File: src/rtl/par_scrambler_pkg.sv
// rtl/par_scrambler_pkg.sv - mode encodings and default polynomial/seed for par_scrambler
package par_scrambler_pkg;

    localparam logic MODE_ADD   = 1'b0;
    localparam logic MODE_SSYNC = 1'b1;

    localparam int          DEF_LFSR_W = 15;
    localparam logic [14:0] DEF_TAPS   = 15'h6000;
    localparam logic [14:0] DEF_SEED   = 15'h7FFF;

endpackage

File: src/rtl/par_scrambler_lfsr_step.sv
// rtl/par_scrambler_lfsr_step.sv - one combinational scrambler bit step (module lfsr_step)
module lfsr_step
    import par_scrambler_pkg::*;
#(
    parameter int                LFSR_W = DEF_LFSR_W,
    parameter logic [LFSR_W-1:0] TAPS   = DEF_TAPS
) (
    input  logic [LFSR_W-1:0] i_state,
    input  logic              i_bit,
    input  logic              i_mode,
    input  logic              i_descramble,
    output logic [LFSR_W-1:0] o_state,
    output logic              o_bit
);

    logic w_fb;
    logic w_d;

    // Feedback, output bit and the bit shifted into the register for this step
    always_comb begin
        w_fb  = ^(i_state & TAPS);
        o_bit = i_bit ^ w_fb;
        if (i_mode == MODE_ADD) begin
            w_d = w_fb;
        end else if (i_descramble) begin
            w_d = i_bit;
        end else begin
            w_d = o_bit;
        end
        o_state = {i_state[LFSR_W-2:0], w_d};
    end

endmodule

File: src/rtl/par_scrambler.sv
// rtl/par_scrambler.sv - parallel additive/self-sync scrambler; optional SCRAMBLER_ZERO_GUARD_EN lockup guard
module par_scrambler
    import par_scrambler_pkg::*;
#(
    parameter int                LFSR_W = DEF_LFSR_W,
    parameter logic [LFSR_W-1:0] TAPS   = DEF_TAPS,
    parameter logic [LFSR_W-1:0] SEED   = DEF_SEED,
    parameter int                DATA_W = 8
) (
    input  logic              clk,
    input  logic              rst_n,
    input  logic              enable,
    input  logic              mode,
    input  logic              descramble,
    input  logic              seed_load,
    input  logic [LFSR_W-1:0] seed_in,
    input  logic              in_valid,
    input  logic [DATA_W-1:0] in_data,
    output logic              in_ready,
    output logic              out_valid,
    output logic [DATA_W-1:0] out_data,
    input  logic              out_ready,
    output logic [LFSR_W-1:0] state_out
`ifdef SCRAMBLER_ZERO_GUARD_EN
    ,
    output logic              lockup
`endif
);

    logic [LFSR_W-1:0] r_state;
    logic              r_out_valid;
    logic [DATA_W-1:0] r_out_data;

    logic [LFSR_W-1:0] w_chain [0:DATA_W];
    logic [DATA_W-1:0] w_data;
    logic [LFSR_W-1:0] w_next;
    logic              w_accept;
    logic              w_out_xfer;

    assign in_ready   = enable & ~seed_load & (~r_out_valid | out_ready);
    assign w_accept   = in_valid & in_ready;
    assign w_out_xfer = r_out_valid & out_ready;
    assign out_valid  = r_out_valid;
    assign out_data   = r_out_data;
    assign state_out  = r_state;
    assign w_chain[0] = r_state;

    // Bit steps chained LSB first so a whole beat completes in one cycle
    for (genvar g = 0; g < DATA_W; g++) begin : g_step
        lfsr_step #(
            .LFSR_W (LFSR_W),
            .TAPS   (TAPS)
        ) u_step (
            .i_state      (w_chain[g]),
            .i_bit        (in_data[g]),
            .i_mode       (mode),
            .i_descramble (descramble),
            .o_state      (w_chain[g+1]),
            .o_bit        (w_data[g])
        );
    end

`ifdef SCRAMBLER_ZERO_GUARD_EN
    logic r_lockup;
    logic w_zero;

    assign w_zero = (w_chain[DATA_W] == '0) && (mode == MODE_ADD);
    assign w_next = w_zero ? SEED : w_chain[DATA_W];
    assign lockup = r_lockup;

    // One-cycle lockup pulse when an additive beat would have zeroed the register
    always_ff @(posedge clk or negedge rst_n) begin
        if (!rst_n) begin
            r_lockup <= 1'b0;
        end else begin
            r_lockup <= enable & w_accept & w_zero;
        end
    end
`else
    assign w_next = w_chain[DATA_W];
`endif

    // LFSR state: seed load has priority, otherwise advance only on an accepted beat
    always_ff @(posedge clk or negedge rst_n) begin
        if (!rst_n) begin
            r_state <= SEED;
        end else if (enable && seed_load) begin
            r_state <= seed_in;
        end else if (w_accept) begin
            r_state <= w_next;
        end
    end

    // Output register: load on accept, clear when drained with nothing new behind it
    always_ff @(posedge clk or negedge rst_n) begin
        if (!rst_n) begin
            r_out_valid <= 1'b0;
            r_out_data  <= '0;
        end else if (w_accept) begin
            r_out_valid <= 1'b1;
            r_out_data  <= w_data;
        end else if (w_out_xfer) begin
            r_out_valid <= 1'b0;
        end
    end

endmodule

File: config.mk
export PLATFORM = sky130hd
export DESIGN_NAME = par_scrambler
export DESIGN_NICKNAME = d
export VERILOG_FILES = /design/src/rtl/par_scrambler_pkg.sv /design/src/rtl/par_scrambler_lfsr_step.sv /design/src/rtl/par_scrambler.sv
export SDC_FILE = /design/constraint.sdc
export NUM_CORES = 1
export LEC_CHECK = 0
export CORE_ASPECT_RATIO = 1.25
export CORE_MARGIN = 2
export CORE_UTILIZATION = 40
export DETAILED_ROUTE_END_ITERATION = 8
export GPL_TIMING_DRIVEN = 0
export PLACE_DENSITY = 0.77
export SLEW_MARGIN = 20
export SYNTH_ARGS = -nofsm -noshare
export SYNTH_HDL_FRONTEND = slang
export SYNTH_SLANG_ARGS = --single-unit
export TNS_END_PERCENT = 100
File: constraint.sdc
create_clock -name clk -period 1.1 [get_ports clk]
set_input_delay 0.22 -clock clk [delete_from_list [all_inputs] [get_ports clk]]
set_output_delay 0.22 -clock clk [all_outputs]
set_load 0.01 [all_outputs]
-- Word-level counts from Yosys, hierarchy flattened
Cells that the tools add are included.
- flip-flop bits (word level): 24
- word-level logic and storage cells: 49
- muxes and demuxes: 20
- bitwise gates (word level): 15
- reductions and logical operators: 11
- operators by type and width (kind ; number):
    $reduce_xor A15 Y1 ; 8
    $mux W15 ; 2
    $mux W1 ; 18
    $xor A1 B1 Y1 ; 8
    $and A1 B1 Y1 ; 4
    $reduce_bool A2 Y1 ; 2
    $not A1 Y1 ; 2
    $logic_and A1 B1 Y1 ; 1
    $or A1 B1 Y1 ; 1

-- Logic depth before layout (Yosys ltp)
Gate-level depths: netlist of run 1.
- depth in word-level cells: 6
- depth in mapped cells: 5

-- Cells and area by module
Synthesis of run 1 repeated with hierarchy kept, for this count alone.
- cells, all modules: 263
- area, all modules: 2588.7 um^2
- modules (own cells, without submodules) (module ; instances ; cells an instance ; area each (um^2) ; seq. area each (um^2)):
    lfsr_step ; 8 ; 22 ; 165.2 ; 0.0
    par_scrambler ; 1 ; 87 ; 1267.5 ; 619.3

-- Least setup slack after synthesis of run 1
No wires, ideal clock.
- path type: register -> register
- from: register r_state[7] (netlist: state_out[7])
- to: register r_state[1] (netlist: state_out[1])
- setup time: 72 ps
- data arrival time: 1124 ps
- data required time: 1028 ps
- path slack: -96 ps
- cell stages (with the launch flop): 5
- path buffers: 0
- cells stage by stage: dfstp_2 xnor2_1 o211ai_1 and3_1 o21ai_1
- cells in the longest elaborated chain, start to end: 6
- ends and longest elaborated chain (element ; line ; RTL):
    from (decl) ; par_scrambler.sv:30 ; logic [LFSR_W-1:0] r_state;
    from (signal assigned) ; par_scrambler.sv:88 ; r_state <= seed_in;
    from (signal assigned) ; par_scrambler.sv:90 ; r_state <= w_next;
    $reduce_xor A15 Y1 * ; par_scrambler_lfsr_step.sv:21 ; w_fb = ^(i_state & TAPS);
    $xor A1 B1 Y1 ; par_scrambler_lfsr_step.sv:22 ; o_bit = i_bit ^ w_fb;
    $mux W1 ; par_scrambler_lfsr_step.sv:25 ; end else if (i_descramble) begin
    $mux W1 * ; par_scrambler_lfsr_step.sv:23 ; if (i_mode == MODE_ADD) begin
    $mux W15 * ; par_scrambler.sv:89 ; end else if (w_accept) begin
    $mux W15 * ; par_scrambler.sv:87 ; end else if (enable && seed_load) begin
Mark *: on every way between the ends. The rest lies on a longest branch, timed or not. The select of a mux whose other input is x is not followed.
A chain may end at the register's enable or synchronous reset.

-- Worst setup path in the final report of run 1
- from: register r_out_valid (netlist: out_valid)
- to: register r_state[3] (netlist: state_out[3])
- cells in the longest elaborated chain, start to end: 5
- ends and longest elaborated chain (element ; line ; RTL):
    from (decl) ; par_scrambler.sv:31 ; logic r_out_valid;
    from (signal assigned) ; par_scrambler.sv:97 ; r_out_valid <= 1'b0;
    from (signal assigned) ; par_scrambler.sv:100 ; r_out_valid <= 1'b1;
    from (signal assigned) ; par_scrambler.sv:103 ; r_out_valid <= 1'b0;
    $not A1 Y1 ; par_scrambler.sv:40 ; assign in_ready = enable & ~seed_load & (~r_out_valid | out_ready);
    $or A1 B1 Y1 ; par_scrambler.sv:40 ;
    $and A1 B1 Y1 ; par_scrambler.sv:40 ;
    $and A1 B1 Y1 ; par_scrambler.sv:41 ; assign w_accept = in_valid & in_ready;
    $reduce_bool A2 Y1 (no line) ; - ;
Every way passes these cells.

==> run_results.csv, run 1 <==
group,metric,value,unit
sta,clock.fmax,726,MHz
power,power_leakage,1.31,nW
run,drv_cap,0,
grt,antenna_found_initial,0,
detailed_routing,wl,5640,um
sta,worstMarginPinSlew,571,ps
cts,clk_latency,280,ps
worst_setup_path,cp_max_fo,10,
logic_synthesis,synthFlopType,"dfstp_2",
cts,cts_tree,"built",
worst_setup_path,start_kind,"register",
worst_setup_path,end_kind,"register",
worst_setup_path,cp.arrival,1580,ps
grt,grt_pass1_wl,8070,um
cts,htreeDepth,1,
cts,cts_num_sinks,24,
power,irDropWorstVdd,1080,uV
worst_setup_path,crit_required,1310,ps
detailed_routing,drt_iter0_markers,51,
cts,cts_max_path_buffers,2,
sta,worst_slack,-278,ps
grt,grt_pass1_vias,1669,
grt,track_usage,25.6,%
sta,drv_slew,0,
run_status,outcome,"complete, but fails checks",
sta,relSlewSlack,61.9,%
grt,overflow,0,
sta,skew,2.75,ps
cts,clk_pin_slew,90,ps
logic_synthesis,yosys.cell_count.top_type,"nand2_1",
power,total_power,4.10,mW
placement,routabilityCongestion,0.761,
final_layout,area_growth,93.5,%
grt,grt_max_degree,25,
sta,hold_violations,0,
logic_synthesis,ys_ff_latch,24,
floorplan,die_w,58.3,um
final_layout,finish.net_count,304,
logic_synthesis,yosys-top-cells-area,"dfstp_2 (27%), dfrtp_1 (15%), nand2_1 (10%)",
logic_synthesis,synth_common_cells,"nand2_1 (41), xnor2_1 (16), dfstp_2 (15), o21ai_0 (14), o21ai_1 (10)",
logic_synthesis,yosysWarnings,0,
final_layout,fillers,214,
logic_synthesis,syn_nets,195,
sta,rsz0062_at_grt,"true",
placement,dp_hpwl,2840,um
logic_synthesis,synthCells,164,
logic_synthesis,ys_seq_area_share,41.9,%
final_layout,drive_gt1_share,57.7,%
floorplan,start_util,42.0,%
detailed_routing,drc,0,
cts,root_buffer,"clkbuf_8",
sta,period_minus_slack,1380,ps
logic_synthesis,yosysUniqueCellTypes,21,
floorplan,die_h,71.9,um
floorplan,dieArea,0.00420,mm^2
detailed_routing,ant_nets,0,
detailed_routing,num_vias,1694,
worst_setup_path,path_class,"reg -> reg",
logic_synthesis,ys_async_sr_fraction,100,%
floorplan,core-area,0.00351,mm^2
sta,tns,-6550,ps
cts,cts-buffers-inserted,3,
logic_synthesis,netlist.area_leader.share,26.7,%
sta,fin_crit_sh,125,%
placement,portBuffers,55,
power,cellPowerDensity,1430,mW/mm^2
floorplan,core.rowCount,24,
logic_synthesis,synth_area_per_cell,9.00,um^2
final_layout,antenna_cells,0,
floorplan,io_pins,56,
detailed_routing,dr.pass1.iters,4,
logic_synthesis,syn-cell-area,0.00148,mm^2
run_status,violations,"setup timing",
sta,setup-violations-final,39,
hold_path,min-delay-path-class,"in -> reg",
logic_synthesis,synth-edff-count,0,
detailed_routing,vias_per_cell,5.45,
detailed_routing,wl_per_cell,18.1,um
logic_synthesis,synth_area_leader_cell,"dfstp_2",
[stage by stage]
stage          hold slack, ps  area, um^2  cells  utilization [%]  worst slack (ps)
2_1_floorplan           -75.6        1540    164                -             -81.7
3_3_place_gp              448        2140    258             60.8              -619
3_5_place_dp              455        2140    258             60.8              -631
4_1_cts                   296        2710    305             77.2              -219
5_1_grt                   487        2860    311             81.3              -325
6_report                  459        2860    311             81.3              -278
[state kept, by name (all words and copies together), names as in the netlist]
| register | cells |
|---|---|
| out_data | 8 |
| out_valid | 1 |
| state_out | 15 |
[where the power goes]
| group | switching (mW) | internal (mW) | total (mW) |
|---|---|---|---|
| sequential | 0.150 | 1.14 | 1.29 |
| clock | 0.315 | 0.260 | 0.575 |
| combinational | 0.920 | 1.31 | 2.23 |
| total | 1.39 | 2.71 | 4.10 |
[critical path: stages (launching register included)]
cell and delay, ps:
dfrtp_1 430, nand2b_4 100, and4b_4 330, buf_8 170, o21ai_1 90, o21ai_2 190
[placed cells by master (no fill, tap or decap), types with 2 or more instances in the layout]
cell type,synthesis,final
a31oi_2,7,5
a31oi_4,0,2
and3_1,8,5
and3_4,0,3
buf_12,0,2
buf_2,5,12
buf_4,0,27
buf_6,2,36
buf_8,1,3
clkbuf_8,0,3
clkdlybuf4s50_1,0,24
dfrtp_1,9,9
dfstp_2,15,15
dlygate4sd2_1,0,4
nand2_1,41,22
nand2_2,7,22
nand2_4,0,4
nand2b_1,8,8
nor2_1,7,7
o211ai_1,8,8
o21ai_0,14,12
o21ai_1,10,7
o21ai_2,0,5
xnor2_1,16,4
xnor2_2,0,6
xnor2_4,0,6
[cells by family (layout without fill, tap and decap cells)]
| kind of cell | count (synthesis) | count (layout) | share of synthesized area, % |
|---|---|---|---|
| compound gates | 39 | 39 | 18.1 |
| xor+xnor | 16 | 16 | 9.49 |
| flops | 24 | 24 | 41.9 |
| buf+inv | 9 | 117 | 4.49 |
| simple gates | 76 | 76 | 25.9 |
[repair_timing]
action / CTS / global route
hold buffers: 0 / 1
buffers inserted: 42 / 7
cloned: 2 / 1
gates resized for setup: 156 / 45
endpoints found under the setup margin: 63 / 46
endpoints found under the hold margin: 0 / 9
pin swaps: 35 / 17
[area by class of cell]
cell class | count | area (um^2) | area share (%)
Buffer | 9 | 81.3 | 2.85
Timing Repair Buffer | 104 | 986 | 34.5
Multi-Input combinational cell | 131 | 1080 | 37.7
Clock buffer | 4 | 45.0 | 1.58
Tap cell | 39 | 48.8 | 1.71
Sequential cell | 24 | 619 | 21.7
[metal layers]
metal  GRT usage (%)  up-vias  routed length, um
li1                -      775                  -
met1            32.1      825               2220
met2            43.3       75               2860
met3            3.74       19                351
met4            10.9        0                201
met5               0        -                  0
[path summary, 6_finish.rpt]
check	start	endpoint	slack [ps]	cells past startpoint
hold / removal	seed_in[5]	state_out[5]$_DFFE_PN1P_	460	3
max in group asynchronous	rst_n	state_out[3]$_DFFE_PN1P_	260	2
hold reg to reg	out_data[2]$_DFFE_PN0P_	out_data[2]$_DFFE_PN0P_	480	2
setup reg to reg	out_valid$_DFFE_PN0P_	state_out[3]$_DFFE_PN1P_	-280	5
min in group asynchronous	rst_n	out_data[1]$_DFFE_PN0P_	470	2
setup / recovery	out_valid$_DFFE_PN0P_	state_out[3]$_DFFE_PN1P_	-280	5
Power figures use the tool's default switching activity.
==> inputs of run 2 (changes only) <==
--- a/config.mk
+++ b/config.mk
@@ -5,12 +5,16 @@
 export SDC_FILE = /design/constraint.sdc
 export NUM_CORES = 1
 export LEC_CHECK = 0
+export ABC_AREA = 1
+export CAP_MARGIN = 20
+export CELL_PAD_IN_SITES_DETAIL_PLACEMENT = 0
+export CELL_PAD_IN_SITES_GLOBAL_PLACEMENT = 1
 export CORE_ASPECT_RATIO = 1.25
 export CORE_MARGIN = 2
-export CORE_UTILIZATION = 40
+export CORE_UTILIZATION = 28
 export DETAILED_ROUTE_END_ITERATION = 8
 export GPL_TIMING_DRIVEN = 0
-export PLACE_DENSITY = 0.77
+export PLACE_DENSITY_LB_ADDON = 0.1
 export SLEW_MARGIN = 20
 export SYNTH_ARGS = -nofsm -noshare
 export SYNTH_HDL_FRONTEND = slang
==> run 2 against run 1 <==
Against the previous run:
- the flow still finishes with violations (setup timing)
- sequential power about the same
- die area increased by 48%
- register-to-register slack improved by 160 ps
- total power decreased by 5.4%
- final cell count increased by 26%
- combinational power decreased by 12%
- flip-flop and latch count unchanged
- first-iteration DRC count increased by 2.0%
- largest cell class unchanged
- largest power group unchanged
==> run_results.csv, run 2 <==
group,metric,value,unit
power,p_switching,1.39,mW
sta,worst_hold_slack,449,ps
final_layout,finish.net_count,359,
detailed_routing,wl_per_cell,13.8,um
final_layout,fillers,559,
floorplan,core.rowCount,30,
power,swShare,35.8,%
placement,dp.cells,347,
worst_setup_path,cp_max_fo,4,
logic_synthesis,yosysWarnings,0,
cts,cts-buffers-inserted,3,
logic_synthesis,synth_area_leader_cell,"dfstp_2",
floorplan,die_w,71.0,um
sta,clock.fmax,825,MHz
logic_synthesis,ys_async_sr_fraction,100,%
sta,drv_slew,0,
power,intPower,2.49,mW
sta,period_minus_slack,1210,ps
logic_synthesis,synth-xor-area-share,1.67,%
cts,clk_pin_slew,90,ps
final_layout,layout_commonest_cell,"nand2_1",
sta,worstMarginPinSlew,573,ps
grt,grt_use_met3,2.42,%
sta,relSlewSlack,61.8,%
logic_synthesis,synth_compound_area_share,4.39,%
run,drv_cap,0,
logic_synthesis,synth-edff-count,0,
final_layout,largest_reg_flops,15,
worst_setup_path,start_kind,"register",
final_layout,antenna_cells,0,
power,clock_power_share,16.1,%
final_layout,layout_common_cells,"nand2_1 (71), buf_6 (29), clkdlybuf4s50_1 (25)",
logic_synthesis,yosys.cell_count.top_type,"nand2_1",
grt,grt_busiest_layer,"met2",
logic_synthesis,synthFlopType,"dfstp_2",
worst_setup_path,end_kind,"register",
logic_synthesis,syn-cell-area,0.00157,mm^2
floorplan,core-area,0.00541,mm^2
logic_synthesis,netlist.area_leader.share,25.1,%
floorplan,dieArea,0.00622,mm^2
floorplan,io_pins,56,
logic_synthesis,synthSimpleGateAreaFrac,44.7,%
logic_synthesis,syn_nets,260,
worst_setup_path,reg2regPathDepth,8,
grt,overflow,0,
power,total_power,3.88,mW
power,pwr-share-comb,50.5,%
placement,dp_hpwl,3520,um
run_status,outcome,"complete, but fails checks",
grt,track_usage,17.9,%
hold_path,min-delay-path-class,"in -> reg",
cts,root_buffer,"clkbuf_8",
power,irDropWorstVdd,498,uV
floorplan,die_h,87.7,um
sta,setup-violations-final,39,
logic_synthesis,synth_area_per_cell,6.85,um^2
cts,cts_tree,"built",
final_layout,final_cells,391,
sta,rsz0062_at_grt,"true",
final_layout,postLayoutCoreUtil,51.9,%
logic_synthesis,ys_seq_area_share,39.5,%
detailed_routing,vias_per_cell,4.56,
cts,cts_num_sinks,24,
grt,grt_pass1_wl,8740,um
logic_synthesis,synth_top_family_by_area,"simple AND/OR/NAND/NOR gates",
grt,grt_util_met2,32.8,%
hold_path,whs_path_depth,7,
logic_synthesis,ys_ff_latch,24,
run_status,violations,"setup timing",
sta,skew,3.63,ps
cts,cts_max_path_buffers,2,
grt,antenna_found_initial,0,
worst_setup_path,crit_required,1310,ps
final_layout,area_growth,78.7,%
sta,fin_crit_sh,110,%
grt,grt_max_degree,25,
cts,clk_latency,270,ps
detailed_routing,dr.pass1.iters,4,
detailed_routing,drt_iter0_markers,52,
placement,routabilityCongestion,0.758,
cts,htreeDepth,1,
logic_synthesis,synth_common_cells,"nand2_1 (98), nand3_1 (33), inv_1 (22), dfstp_2 (15), a21oi_1 (12)",
detailed_routing,wl,5380,um
worst_setup_path,path_class,"reg -> reg",
sta,hold_violations,0,
power,cellPowerDensity,1380,mW/mm^2
sta,worst_slack,-113,ps
final_layout,drive_gt1_share,47.1,%
worst_setup_path,cp.arrival,1420,ps
logic_synthesis,muxShareOfSynthArea,0,%
grt,grt_pass1_vias,1874,
floorplan,start_util,29.0,%
power,seq_power_share,33.4,%
grt,met1_usage,21.5,%
logic_synthesis,yosys-top-cells-area,"dfstp_2 (25%), nand2_1 (23%), dfrtp_1 (14%)",
detailed_routing,num_vias,1784,
detailed_routing,ant_nets,0,
power,power_leakage,1.45,nW
detailed_routing,drc,0,
logic_synthesis,yosysUniqueCellTypes,19,
logic_synthesis,synth_fa_ha_area_share,0,%
placement,portBuffers,54,
logic_synthesis,synthCells,229,
==> run 2: changes by cell type after synthesis, moves of 12 or more <==
cell	previous run	this run
nand2_1	41	98
nand3_1	0	33
inv_1	0	22
o21ai_0	14	0
xnor2_1	16	3
a21oi_1	0	12
==> run 2: what timing repair did <==
item                                   4_1_cts  5_1_grt
endpoints found under the hold margin        9        0
hold buffers                                 1        0
gates resized for setup                    182       26
buffers inserted                            32        5
setup endpoints to repair                   48       40
pin swaps                                   33       21
gates cloned                                 2        0
==> run 2: power groups by stage <==
stage | clock network [mW] | registers, mW | logic (mW)
floorplan | 0 | 1.40 | 0.576
global placement | 0 | 1.34 | 1.30
detailed placement | 0 | 1.35 | 1.31
CTS | 0.655 | 1.30 | 1.82
global route | 0.687 | 1.33 | 2.13
finish | 0.624 | 1.30 | 1.96
==> run 2: layer usage <==
layer	vias to the layer above	routed length (um)
li1	932	-
met1	815	2380
met2	35	2800
met3	2	169
met4	0	29
met5	-	0
==> run 2: logic make-up (layout without fill, tap and decap cells) <==
group           Yosys count  count (layout)
buf+inv                  32             129
flops                    24              24
xor+xnor                  3               3
compound gates           13              13
simple gates            157             158
==> run 2: layout make-up <==
type	count	area, um^2	area share (%)
repair buffers	93	846	30.2
multi-input cells	174	1010	36.1
clock buffers	4	55.1	1.96
plain buffers	8	67.6	2.41
inverters	24	125	4.46
flip-flops and latches	24	619	22.1
well taps	64	80.1	2.86
==> run 2: worst max-delay path, stage by stage (launching register included) <==
cell and delay (ps):
dfstp_2 560, buf_6 130, inv_6 40, nand2_4 80
nand3_2 50, nand2_1 70, nand3_2 90, nand2_2 90
nand2_2 50
==> run 2: stage by stage <==
step | instance area, um^2 | worst slack, ps | setup TNS, ps
2_1_floorplan | 1570 | 18.9 | 0
3_3_place_gp | 2190 | -592 | -24860
3_5_place_dp | 2190 | -592 | -14660
4_1_cts | 2680 | -124 | -2620
5_1_grt | 2800 | -189 | -4790
6_report | 2800 | -113 | -2770
==> run 2: final timing paths <==
check                           slack (ps)                        to                       from
worst max-delay path                  -110  state_out[3]$_DFFE_PN1P_  state_out[10]$_DFFE_PN1P_
worst min-delay path                   450  state_out[5]$_DFFE_PN1P_                       mode
worst max register to register        -110  state_out[3]$_DFFE_PN1P_  state_out[10]$_DFFE_PN1P_
worst min register to register         470   out_data[4]$_DFFE_PN0P_    out_data[4]$_DFFE_PN0P_
max in group asynchronous              250  state_out[2]$_DFFE_PN1P_                      rst_n
min in group asynchronous              470   out_data[7]$_DFFE_PN0P_                      rst_n
